==> config.mk <==
export PLATFORM = sky130hd
export DESIGN_NAME = sdr_cmd_decode
export DESIGN_NICKNAME = d
export VERILOG_FILES = /design/src/rtl/sdr_cmd_decode.sv
export SDC_FILE = /design/constraint.sdc
export NUM_CORES = 1
export LEC_CHECK = 0
export BUFFER_PORTS_ARGS = -buffer_cell sky130_fd_sc_hd__buf_4
export CORE_MARGIN = 2
export CORE_UTILIZATION = 59
export DETAILED_ROUTE_END_ITERATION = 10
export PLACE_DENSITY = 0.95
export SETUP_SLACK_MARGIN = 0.02
export SLEW_MARGIN = 20
export SYNTH_ARGS = -nofsm -noshare
export SYNTH_HDL_FRONTEND = slang
export SYNTH_SLANG_ARGS = --single-unit
==> constraint.sdc <==
create_clock -name clk0 -period 3.4 [get_ports clk0]
set_input_delay 0.68 -clock clk0 [delete_from_list [all_inputs] [get_ports clk0]]
set_output_delay 0.68 -clock clk0 [all_outputs]
set_load 0.1 [all_outputs]
==> src/rtl/sdr_cmd_decode.sv <==
// sdr_cmd_decode: host-command front end of the SDRAM controller.
// Decodes the 3-bit host command into one-cycle strobes for the sequencer and
// the acknowledge stage, holds the timing-config and refresh-interval
// registers, and runs the refresh-interval counter that raises ref_req.
`timescale 1ns/1ps

module sdr_cmd_decode #(
    parameter int                 ASIZE     = 23,
    parameter int                 RFCNT_W   = 16,
    parameter logic [RFCNT_W-1:0] RFCNT_DEF = RFCNT_W'(1560)
) (
    input  logic             clk0,
    input  logic             reset,
    input  logic [2:0]       cmd,
    input  logic [ASIZE-1:0] addr,
    input  logic             cmdack,
    input  logic             seq_busy,
    output logic             cmack,
    output logic             load_time,
    output logic             load_rfcnt,
    output logic             do_reada,
    output logic             do_writea,
    output logic             do_refresh,
    output logic             do_precharge,
    output logic             do_load_mode,
    output logic             ref_req,
    output logic [1:0]       sc_cl,
    output logic [1:0]       sc_rc,
    output logic [3:0]       sc_rrd,
    output logic             sc_pm,
    output logic [3:0]       sc_bl
);

    typedef enum logic [2:0] {
        CMD_NOP        = 3'd0,
        CMD_READA      = 3'd1,
        CMD_WRITEA     = 3'd2,
        CMD_REFRESH    = 3'd3,
        CMD_PRECHARGE  = 3'd4,
        CMD_LOAD_MODE  = 3'd5,
        CMD_LOAD_TIME  = 3'd6,
        CMD_LOAD_RFCNT = 3'd7
    } cmd_t;

    typedef enum logic [1:0] {
        S_IDLE,
        S_ISSUE,
        S_WAIT_ACK,
        S_RELEASE
    } state_t;

    // All one-cycle output strobes, registered together.
    typedef struct packed {
        logic cmack;
        logic load_time;
        logic load_rfcnt;
        logic reada;
        logic writea;
        logic refresh;
        logic precharge;
        logic load_mode;
    } pulse_t;

    // An interval of 0 would stall the counter at expiry; treat it as 1.
    function automatic logic [RFCNT_W-1:0] sat1(input logic [RFCNT_W-1:0] v);
        return (v == '0) ? RFCNT_W'(1) : v;
    endfunction

    state_t             state_q,   state_d;
    cmd_t               cmd_in_q,  cmd_in_d;   // registered host command
    cmd_t               op_q,      op_d;       // command being executed
    logic               auto_q,    auto_d;     // handshake started by auto refresh
    pulse_t             pulse_q,   pulse_d;
    logic               ref_req_q, ref_req_d;
    logic [RFCNT_W-1:0] rfcnt_q,   rfcnt_d;
    logic [RFCNT_W-1:0] cnt_q,     cnt_d;
    logic [1:0]         sc_cl_q,   sc_cl_d;
    logic [1:0]         sc_rc_q,   sc_rc_d;
    logic [3:0]         sc_rrd_q,  sc_rrd_d;
    logic               sc_pm_q,   sc_pm_d;
    logic [3:0]         sc_bl_q,   sc_bl_d;
    logic               expire;

    // Address bits above the refresh-interval field carry no configuration.
    generate
        if (ASIZE > RFCNT_W) begin : g_unused_addr
            logic unused_addr;
            assign unused_addr = ^addr[ASIZE-1:RFCNT_W];
        end
    endgenerate

    // Command FSM: pick the next state and the strobe to issue next cycle.
    always_comb begin
        // NOTE: every signal gets a default first so no path can infer a latch.
        state_d  = state_q;
        op_d     = op_q;
        auto_d   = auto_q;
        pulse_d  = '0;
        cmd_in_d = cmd_t'(cmd);

        case (state_q)
            S_IDLE: begin
                if (ref_req_q && !seq_busy) begin
                    // Refresh wins over the host; its command stays pending.
                    pulse_d.refresh = 1'b1;
                    pulse_d.cmack   = 1'b1;
                    auto_d          = 1'b1;
                    state_d         = S_WAIT_ACK;
                end else if (cmd_in_q != CMD_NOP) begin
                    op_d    = cmd_in_q;
                    auto_d  = 1'b0;
                    state_d = S_ISSUE;
                end
            end
            S_ISSUE: begin
                case (op_q)
                    CMD_LOAD_TIME: begin
                        pulse_d.load_time = 1'b1;
                        state_d           = S_WAIT_ACK;
                    end
                    CMD_LOAD_RFCNT: begin
                        pulse_d.load_rfcnt = 1'b1;
                        state_d            = S_WAIT_ACK;
                    end
                    default: begin
                        if (!seq_busy) begin
                            pulse_d.cmack     = 1'b1;
                            pulse_d.reada     = (op_q == CMD_READA);
                            pulse_d.writea    = (op_q == CMD_WRITEA);
                            pulse_d.refresh   = (op_q == CMD_REFRESH);
                            pulse_d.precharge = (op_q == CMD_PRECHARGE);
                            pulse_d.load_mode = (op_q == CMD_LOAD_MODE);
                            state_d           = S_WAIT_ACK;
                        end
                    end
                endcase
            end
            S_WAIT_ACK: begin
                if (cmdack) state_d = S_RELEASE;
            end
            S_RELEASE: begin
                // A host command must be withdrawn before another is accepted,
                // so nothing is issued twice; an auto refresh owes no withdrawal.
                if (auto_q || cmd_in_q == CMD_NOP) state_d = S_IDLE;
            end
            default: state_d = S_IDLE;
        endcase
    end

    // Refresh counter, interval register and timing configuration.
    always_comb begin
        expire    = (cnt_q == '0);
        rfcnt_d   = rfcnt_q;
        cnt_d     = cnt_q - RFCNT_W'(1);
        ref_req_d = ref_req_q;
        sc_cl_d   = sc_cl_q;
        sc_rc_d   = sc_rc_q;
        sc_rrd_d  = sc_rrd_q;
        sc_pm_d   = sc_pm_q;
        sc_bl_d   = sc_bl_q;

        if (pulse_d.load_rfcnt) begin
            rfcnt_d = addr[RFCNT_W-1:0];
            cnt_d   = sat1(addr[RFCNT_W-1:0]);
        end else if (expire) begin
            cnt_d   = sat1(rfcnt_q);
        end

        // A new expiry outranks the clear from a refresh issued in the same cycle.
        if (expire)               ref_req_d = 1'b1;
        else if (pulse_d.refresh) ref_req_d = 1'b0;

        if (pulse_d.load_time) begin
            sc_cl_d  = addr[1:0];
            sc_rc_d  = addr[3:2];
            sc_rrd_d = addr[7:4];
            sc_pm_d  = addr[8];
            sc_bl_d  = addr[12:9];
        end
    end

    // State and output registers with synchronous active-low reset.
    always_ff @(posedge clk0) begin
        // NOTE: sequential state uses non-blocking assignments only.
        if (!reset) begin
            state_q   <= S_IDLE;
            cmd_in_q  <= CMD_NOP;
            op_q      <= CMD_NOP;
            auto_q    <= 1'b0;
            pulse_q   <= '0;
            ref_req_q <= 1'b0;
            rfcnt_q   <= RFCNT_DEF;
            cnt_q     <= RFCNT_DEF;
            sc_cl_q   <= 2'd3;
            sc_rc_q   <= 2'd3;
            sc_rrd_q  <= 4'd8;
            sc_pm_q   <= 1'b0;
            sc_bl_q   <= 4'd8;
        end else begin
            state_q   <= state_d;
            cmd_in_q  <= cmd_in_d;
            op_q      <= op_d;
            auto_q    <= auto_d;
            pulse_q   <= pulse_d;
            ref_req_q <= ref_req_d;
            rfcnt_q   <= rfcnt_d;
            cnt_q     <= cnt_d;
            sc_cl_q   <= sc_cl_d;
            sc_rc_q   <= sc_rc_d;
            sc_rrd_q  <= sc_rrd_d;
            sc_pm_q   <= sc_pm_d;
            sc_bl_q   <= sc_bl_d;
        end
    end

    assign cmack        = pulse_q.cmack;
    assign load_time    = pulse_q.load_time;
    assign load_rfcnt   = pulse_q.load_rfcnt;
    assign do_reada     = pulse_q.reada;
    assign do_writea    = pulse_q.writea;
    assign do_refresh   = pulse_q.refresh;
    assign do_precharge = pulse_q.precharge;
    assign do_load_mode = pulse_q.load_mode;
    assign ref_req      = ref_req_q;
    assign sc_cl        = sc_cl_q;
    assign sc_rc        = sc_rc_q;
    assign sc_rrd       = sc_rrd_q;
    assign sc_pm        = sc_pm_q;
    assign sc_bl        = sc_bl_q;

endmodule

Word level (Yosys, flattened, before mapping)
Cells that the tools add are included.
Operators by class
  $add $sub $neg: 1
  equal/unequal tests: 14
  bitwise logic cells: 3
  reduce and logical (&&, ||, !) cells: 16
  mux-type cells: 25
Operators with widths (number)
  $mux 16: 4
  $logic_not 16->1: 3
  $sub 16x1->16 const B: 1
  $eq 3x3->1 const B: 4
  $mux 2: 6
  $mux 5: 2
  $mux 1: 9
  $pmux 2 s4: 1
  $eq 3x2->1 const B: 2
  $ne 3x3->1 const B: 2
  $reduce_or 5->1: 1
  $eq 2x2->1 const B: 2
  $mux 4: 1
  $ne 2x2->1 const B: 2
  $pmux 1 s2: 2
  $reduce_and 4->1: 1
  $reduce_bool 2->1: 2
  $eq 3x1->1 const B: 1
  $logic_not 3->1: 1
  $not 1->1: 3
  $reduce_and 3->1: 1
  $reduce_bool 3->1: 1
  $eq 2x1->1 const B: 1
  $logic_not 2->1: 1
  other kinds (5): 5
Storage, ports and cells
  input bits: 30
  bits in registers: 63
  word-level logic and storage cells: 79
  output and inout bits: 22

Logic depth before layout (Yosys ltp)
Gate-level depths: netlist (run 1).
  depth after elaboration: 6
  mapped depth: 9
  gate-level depth less buffers: 7

Worst setup path after synthesis (run 1)
OpenSTA, ideal clock, no wires.
  path kind: reg-to-reg
  from: reg cnt_q[0]
  to: reg cnt_q[10]
  setup slack: 1.570 ns
  cell stages (with the launch flop): 9
  arrival: 1.761 ns
  clock period less this slack: 1.830 ns
  library setup time: 0.068 ns
  data required time: 3.332 ns
  path buffers: 1
  cell sequence: dfxtp_1 inv_1 ha_1 or4b_1 buf_2 or3_1 a21oi_1 o21ai_1 o21bai_2
On the way
  word-level cells in the longest chain between the ends: 3
  elaborated cells on any way between the ends: 4
  classes of those cells: add/sub: 1; mux: 2; reduce/logical: 1
RTL lines
  start: declaration: line 76  | logic [RFCNT_W-1:0] cnt_q, cnt_d;
  start signal: assignment: line 207  | cnt_q <= cnt_d;
  $sub 16x1->16 or $logic_not 16->1 (tied branches): line 154, 152
  $mux 16 *: line 165  | end else if (expire) begin
  $mux 16 *: line 162  | if (pulse_d.load_rfcnt) begin
Every way passes the cells marked *; elsewhere a longest branch is shown, timed or not.
A chain may end at the register's enable or synchronous reset.

Worst setup path after layout (run 1)
  from: reg state_q[1]
  to: reg cnt_q[0]
On the way
  word-level cells in the longest chain between the ends: 3
RTL lines
  start: declaration: line 69  | state_t state_q, state_d;
  start signal: assignment: line 200  | state_q <= state_d;
  $eq 2x1->1: line 101  | case (state_q)
  $mux 4: line 101
  $mux 16: line 162
No other way between the ends.

==> out/results.txt, run 1 <==
status -> finished clean
Slew Limit Fails -> 0
I/O pin count -> 52
WHS Endpoint -> rfcnt_q[9]
commonest non-fill, non-tap cell in the layout -> nand2_1
worst hold start -> rfcnt_q[9]
Final Non-Filler Cells -> 443
Worst-Margin Slew -> 902 ps
worst hold path type -> reg -> reg
Critical Path Slowest Stage Cell -> nand4_1
num rows -> 25
Worst R2R Path Depth -> 5
clock-pin slew of the registers on the worst-case setup and hold paths -> 70 ps
root buffer cell -> clkbuf_8
width of the die -> 72.7 microns
H-tree level count -> 3
gpl congestion -> 0.949
RSZ-0062 raised after global routing -> false
Sequential Area -> 0.00126 sq mm
Hold Slack -> 465 ps
Power Total -> 0.00189 W
Max Root-Sink Buffers -> 2
via count -> 2847
buffers added on ports -> 44
DR WL/cell -> 17.7 microns
commonest cells after routing, fill and taps aside -> 74 x nand2_1, 63 x dfxtp_1, 46 x buf_4, 28 x a21oi_1, 24 x nor2_1
crit path max fanout -> 22
yosys warns -> 0
nets -> 420
CTS tree -> done
Fmax -> 434 MHz
synth unique cells -> 53
initial antenna violation count -> 0
register area share after synthesis -> 45.3%
syn avg cell area -> 8.15 sq um
Setup Buffers After CTS -> 0
GR Overflow Total -> 0
GRT Overall Usage -> 31.6%
WP buf/inv -> 1
number of global-route vias before repair -> 2665
share of layout cells above drive strength 1 -> 18.0%
core box area -> 0.00463 sq mm
Lkg Pwr -> 1.33 nW
Post-Syn Nets -> 378
RR Endpoint -> cnt_q[0]
Syn Std Cell Area -> 0.00279 sq mm
Setup TNS -> 0 ps
largest net degree at the start of global routing -> 24
Top delay family on crit path -> simple AND/OR/NAND/NOR gates
Max-Cap Viols -> 0
DRC errors left -> 0
crit-path max cell delay -> 740 ps
post-route ant nets -> 0
Finished Core Util -> 72.5%
critical path launch point type -> flop
critical-path cell list -> inv_1 > ha_1 > nand4_1 > o21ai_0 > a22oi_1
worst skew pair latency -> 350 ps
CP Class -> reg -> reg
CTS Sinks -> 63
worst clock skew -> 6.67 ps
final setup vio count -> 0
ANT cells -> 0
Worst EP arrival -> 2500 ps
Die Ht -> 72.7 microns
dpl hpwl -> 5.06 mm
FILL cells -> 292
Yosys reg bits -> 63
hold buffers post-CTS -> 0
Tmin final -> 2300 ps
post-cts sizing count -> 0
Layout area overhead -> 20.5%
worst hold path depth -> 2
DIE AREA -> 0.00529 sq mm
reg2reg setup slack -> 1100 ps
first-pass iteration count of the detailed router -> 5
main flop type after synthesis -> dfxtp_1
Multi-input gate area -> 0.00143 sq mm
CTS buffer count -> 9
total wire length -> 7.85 mm
initial DRC count -> 369
starting density of the core -> 60.2%
mean number of vias per cell -> 6.43
final hold violations -> 0
Tcrit/Tclk final -> 67.8%
Post-synth EDFFs -> 0
CP Capture Type -> flop
placed cell count -> 427
Post-Syn Instances -> 342
worst reg2reg startpoint -> state_q[1]
global-route wire length before repair -> 12.9 mm
Worst EP required -> 3590 ps
Power per Cell Area -> 563 mW/mm^2
Slew HR -> 39.7%
worst vdd ir -> 0.638 mV
FFs w/ async S/R, synth -> 0%
metrics by stage:
stage	cell area [sq um]	worst slack (ps)
3_3_place_gp	3130	1210
2_1_floorplan	2790	1570
3_5_place_dp	3130	1140
4_1_cts	3360	1200
5_1_grt	3360	917
6_report	3360	1100
cell usage after synthesis (4+ instances only):
cell,count,area (sq um)
a211oi_1,5,37.5
a21oi_1,28,140
a22oi_1,4,30.0
and2_1,6,37.5
clkbuf_1,11,41.3
dfxtp_1,63,1260
ha_1,6,75.1
inv_1,6,22.5
nand2_1,74,278
nand3_1,9,45.0
nand4_1,4,25.0
nor2_1,24,90.1
nor3_1,9,45.0
nor4_1,7,43.8
o21ai_0,7,35.0
o21ai_1,16,80.1
o22ai_1,6,37.5
or3_1,6,37.5
registers in the layout, summed over array words and instances (netlist names):
| register | flops |
|---|---|
| sc_rrd | 4 |
| state_q | 2 |
| do_load_mode | 1 |
| op_q | 3 |
| rfcnt_q | 16 |
| sc_rc | 2 |
| cnt_q | 16 |
| do_precharge | 1 |
| load_rfcnt | 1 |
| cmd_in_q | 3 |
| sc_pm | 1 |
| do_refresh | 1 |
| ref_req | 1 |
| auto_q | 1 |
| cmack | 1 |
| do_writea | 1 |
| do_reada | 1 |
| load_time | 1 |
| sc_bl | 4 |
| sc_cl | 2 |
kinds of logic after synthesis:
logic type / Yosys count / share of synthesized area [%]
simple gates: 161 / 27.8
xor+xnor: 4 / 1.26
compound gates: 83 / 18.4
fa+ha+maj: 6 / 2.69
mux: 3 / 1.08
flops: 63 / 45.3
buf+inv: 22 / 3.55
area by class of cell:
cell class | count | area share, %
Multi-Input combinational cell | 257 | 42.5
Sequential cell | 63 | 37.6
Timing Repair Buffer | 46 | 10.3
Clock buffer | 11 | 4.51
Clock inverter | 5 | 2.38
Tap cell | 54 | 2.01
Inverter | 7 | 0.782
worst max path at each step:
stage                from         end  slack [ps]  depth (start not counted)
6_report       state_q[1]    cnt_q[0]        1100                          5
3_5_place_dp        reset  rfcnt_q[4]        1140                          5
4_1_cts        state_q[1]    cnt_q[8]        1200                          8
5_1_grt        state_q[1]    cnt_q[0]         920                          5
3_3_place_gp        reset    cnt_q[3]        1210                          5
2_1_floorplan    cnt_q[0]   cnt_q[10]        1570                          8
per-layer routing:
| metal | global-route usage [%] | up-vias | part of all wire [%] |
|---|---|---|---|
| met1 | 38.1 | 1319 | 38 |
| met3 | 8.56 | 36 | 10 |
| met2 | 51.8 | 197 | 49 |
| met5 | 0 | - | 0 |
| met4 | 16.0 | 0 | 3.3 |
| li1 | - | 1295 | - |
worst reg2reg max path: cells and delay by family (launching register included):
kind | cells | cell delay (ps)
AO/OA/AOI/OAI | 2 | 690
adder cells (fa/ha/maj) | 1 | 260
buffers and inverters | 1 | 120
flip-flops | 1 | 340
AND/OR/NAND/NOR | 1 | 740
where the power goes:
part	switching (W)	internal (W)	leakage, nW	total [W]
registers	0.0000388	0.000773	0.511	0.000812
clock network	0.000298	0.000451	0.112	0.000749
logic	0.000209	0.000120	0.710	0.000329
total	0.000546	0.00134	1.33	0.00189
(Power assumes the default switching activity.)
==> inputs of run 2 (changes only) <==
--- a/config.mk
+++ b/config.mk
@@ -7,9 +7,9 @@
 export LEC_CHECK = 0
 export BUFFER_PORTS_ARGS = -buffer_cell sky130_fd_sc_hd__buf_4
 export CORE_MARGIN = 2
-export CORE_UTILIZATION = 59
+export CORE_UTILIZATION = 55
 export DETAILED_ROUTE_END_ITERATION = 10
-export PLACE_DENSITY = 0.95
+export PLACE_DENSITY = 0.91
 export SETUP_SLACK_MARGIN = 0.02
 export SLEW_MARGIN = 20
 export SYNTH_ARGS = -nofsm -noshare
==> constraint.sdc (replaced) <==
create_clock -name clk0 -period 2.4 [get_ports clk0]
set_input_delay 0.48 -clock clk0 [delete_from_list [all_inputs] [get_ports clk0]]
set_output_delay 0.48 -clock clk0 [all_outputs]
set_load 0.1 [all_outputs]
==> run 2 against run 1 <==
Net effect: final cell count increased by 4.1%; combinational power increased by 36%; critical path type unchanged; maximum frequency increased by 8.1%; clock skew increased by 0.86 ps; global-route usage decreased by 3.9 points; cell area increased by 0.75%; count of clock-buffer cells in the layout increased by 1; worst setup slack got worse by 830 ps; flip-flop and latch count unchanged; hold slack got worse by 130 ps.
==> out/results.txt, run 2 (same netlist as run 1, synthesis figures left out) <==
number of global-route vias before repair -> 2469 (was 2665)
DIE AREA -> 0.00565 sq mm (was 0.00529 sq mm)
FILL cells -> 364 (was 292)
num rows -> 25 (unchanged)
Fmax -> 469 MHz (was 434 MHz)
ANT cells -> 0 (unchanged)
worst clock skew -> 7.54 ps (was 6.67 ps)
worst skew pair latency -> 340 ps (was 350 ps)
Final Cell Area -> 0.00338 sq mm (was 0.00336 sq mm)
reg2reg setup slack -> 270 ps (was 1100 ps)
Worst EP required -> 2610 ps (was 3590 ps)
GR Overflow Total -> 0 (unchanged)
Sequential Area -> 0.00126 sq mm (unchanged)
global-route wire length before repair -> 11.7 mm (was 12.9 mm)
initial DRC count -> 342 (was 369)
via count -> 2767 (was 2847)
Worst-Margin Slew -> 666 ps (was 902 ps)
internal power -> 0.00177 W (was 0.00134 W)
Seq pwr share -> 45.9% (was 42.9%)
width of the die -> 75.2 microns (was 72.7 microns)
post-cts sizing count -> 0 (unchanged)
Die Ht -> 75.2 microns (was 72.7 microns)
Max-Cap Viols -> 0 (unchanged)
total wire length -> 7.28 mm (was 7.85 mm)
root buffer cell -> clkbuf_8 (unchanged)
nets -> 425 (was 420)
clock-pin slew of the registers on the worst-case setup and hold paths -> 70 ps (about the same)
Setup TNS -> 0 ps (unchanged)
Power per Cell Area -> 738 mW/mm^2 (was 563 mW/mm^2)
DR WL/cell -> 15.8 microns (was 17.7 microns)
Worst EP arrival -> 2340 ps (was 2500 ps)
Tcrit/Tclk final -> 88.8% (was 67.8%)
largest net degree at the start of global routing -> 30 (was 24)
Post-DP Area -> 0.00319 sq mm (was 0.00313 sq mm)
worst hold path depth -> 2 (unchanged)
worst hold start -> cmd[2] (was rfcnt_q[9])
combinational power share -> 17.9% (was 17.4%)
WHS Endpoint -> cmd_in_q[2] (was rfcnt_q[9])
hold buffers post-CTS -> 0 (unchanged)
CP Class -> reg -> reg (unchanged)
buffers added on ports -> 44 (unchanged)
final setup vio count -> 0 (unchanged)
commonest cells after routing, fill and taps aside -> 74 x nand2_1, 63 x dfxtp_1, 50 x buf_4, 28 x a21oi_1, 24 x nor2_1 (was 74 x nand2_1, 63 x dfxtp_1, 46 x buf_4, 28 x a21oi_1, 24 x nor2_1)
switching share of power -> 29.1% (was 28.9%)
crit path max fanout -> 16 (was 22)
Multi-input gate area -> 0.00143 sq mm (unchanged)
RR Endpoint -> cnt_q[0] (unchanged)
Lkg Pwr -> 1.35 nW (was 1.33 nW)
worst vdd ir -> 0.817 mV (was 0.638 mV)
RSZ-0062 raised after global routing -> false (unchanged)
share of layout cells above drive strength 1 -> 18.5% (was 18.0%)
Clock Power Share -> 36.2% (was 39.6%)
Setup Buffers After CTS -> 0 (unchanged)
post-route ant nets -> 0 (unchanged)
final hold violations -> 0 (unchanged)
critical-path cell list -> inv_1 > ha_1 > nor3b_1 > nand2_2 > or2_1 > mux2i_1 > a22oi_1 (was inv_1 > ha_1 > nand4_1 > o21ai_0 > a22oi_1)
dpl hpwl -> 5.14 mm (was 5.06 mm)
critical path launch point type -> flop (unchanged)
CTS tree -> done (unchanged)
CP Capture Type -> flop (unchanged)
starting density of the core -> 57.8% (was 60.2%)
H-tree level count -> 3 (unchanged)
core box area -> 0.00482 sq mm (was 0.00463 sq mm)
worst hold path type -> in -> reg (was reg -> reg)
Layout area overhead -> 21.4% (was 20.5%)
GRT Overall Usage -> 27.8% (was 31.6%)
Tmin final -> 2130 ps (was 2300 ps)
I/O pin count -> 52 (unchanged)
Critical Path Slowest Stage Cell -> or2_1 (was nand4_1)
crit-path max cell delay -> 510 ps (was 740 ps)
status -> finished clean (unchanged)
commonest non-fill, non-tap cell in the layout -> nand2_1 (unchanged)
Worst R2R Path Depth -> 7 (was 5)
CTS buffer count -> 9 (unchanged)
worst reg2reg startpoint -> cnt_q[0] (was state_q[1])
Max Root-Sink Buffers -> 2 (unchanged)
mean number of vias per cell -> 6.00 (was 6.43)
CTS Sinks -> 63 (unchanged)
biggest regs -> cnt_q x16, rfcnt_q x16 (unchanged)
first-pass iteration count of the detailed router -> 5 (unchanged)
Slew HR -> 55.6% (was 39.7%)
Slew Limit Fails -> 0 (unchanged)
Hold Slack -> 339 ps (was 465 ps)
DRC errors left -> 0 (unchanged)
initial antenna violation count -> 0 (unchanged)
switching power of the nets -> 0.000726 W (was 0.000546 W)
gpl congestion -> 0.935 (was 0.949)
run 2: cell count changes in the layout (fill, tap and decap cells not counted), sizes merged:
cell,change
buf,+5
bufinv,-1
clkinvlp,-2
clkinv,+2
clkbuf,+1
run 2: per-layer routing:
layer,routed length (microns),vias to the layer above,GRT usage [%]
met5,0,-,0
met4,187,0,11.5
met3,536,26,7.23
met2,3550,134,44.3
met1,3000,1295,35.8
li1,-,1312,-
run 2: worst max path at each step:
stage / from / end / slack, ps / cells after the start
after CTS: cnt_q[0] / cnt_q[0] / 300 / 7
after floorplan: cnt_q[0] / cnt_q[10] / 570 / 8
after global placement: cnt_q[0] / cnt_q[7] / 360 / 7
after detailed placement: cnt_q[0] / cnt_q[0] / 310 / 7
final: cnt_q[0] / cnt_q[0] / 270 / 7
after global routing: cnt_q[0] / cnt_q[0] / 50 / 7
run 2: power by group through the flow:
stage | Clock [W] | Combinational [W] | Sequential [W]
2_1_floorplan | 0 | 0.000280 | 0.00120
3_3_place_gp | 0 | 0.000417 | 0.00116
3_5_place_dp | 0 | 0.000435 | 0.00117
4_1_cts | 0.000904 | 0.000441 | 0.00114
5_1_grt | 0.000950 | 0.000490 | 0.00115
6_report | 0.000903 | 0.000448 | 0.00114
run 2: critical path: cells and delay by family (launching register included):
kind	cells	cell delay (ps)
adders and majority gates	1	190
AOI/OAI and AO/OA	1	80
DFF	1	350
buffers and inverters	1	140
muxes	1	270
and+or+nand+nor	3	960
run 2: metrics by stage:
step | setup WS (ps) | cells | utilization (%) | total power [W]
3_3_place_gp | 356 | 445 | 66.3 | 0.00158
2_1_floorplan | 570 | 342 | - | 0.00147
6_report | 269 | 461 | 70.2 | 0.00250
4_1_cts | 297 | 461 | 70.2 | 0.00249
3_5_place_dp | 310 | 445 | 66.3 | 0.00160
5_1_grt | 47.6 | 461 | 70.2 | 0.00259
run 2: layout make-up:
cell class | count | area share (%)
Multi-Input combinational cell | 257 | 42.2
Sequential cell | 63 | 37.3
Timing Repair Buffer | 51 | 11.7
Clock buffer | 12 | 4.29
Tap cell | 67 | 2.48
Clock inverter | 4 | 1.33
Inverter | 7 | 0.777
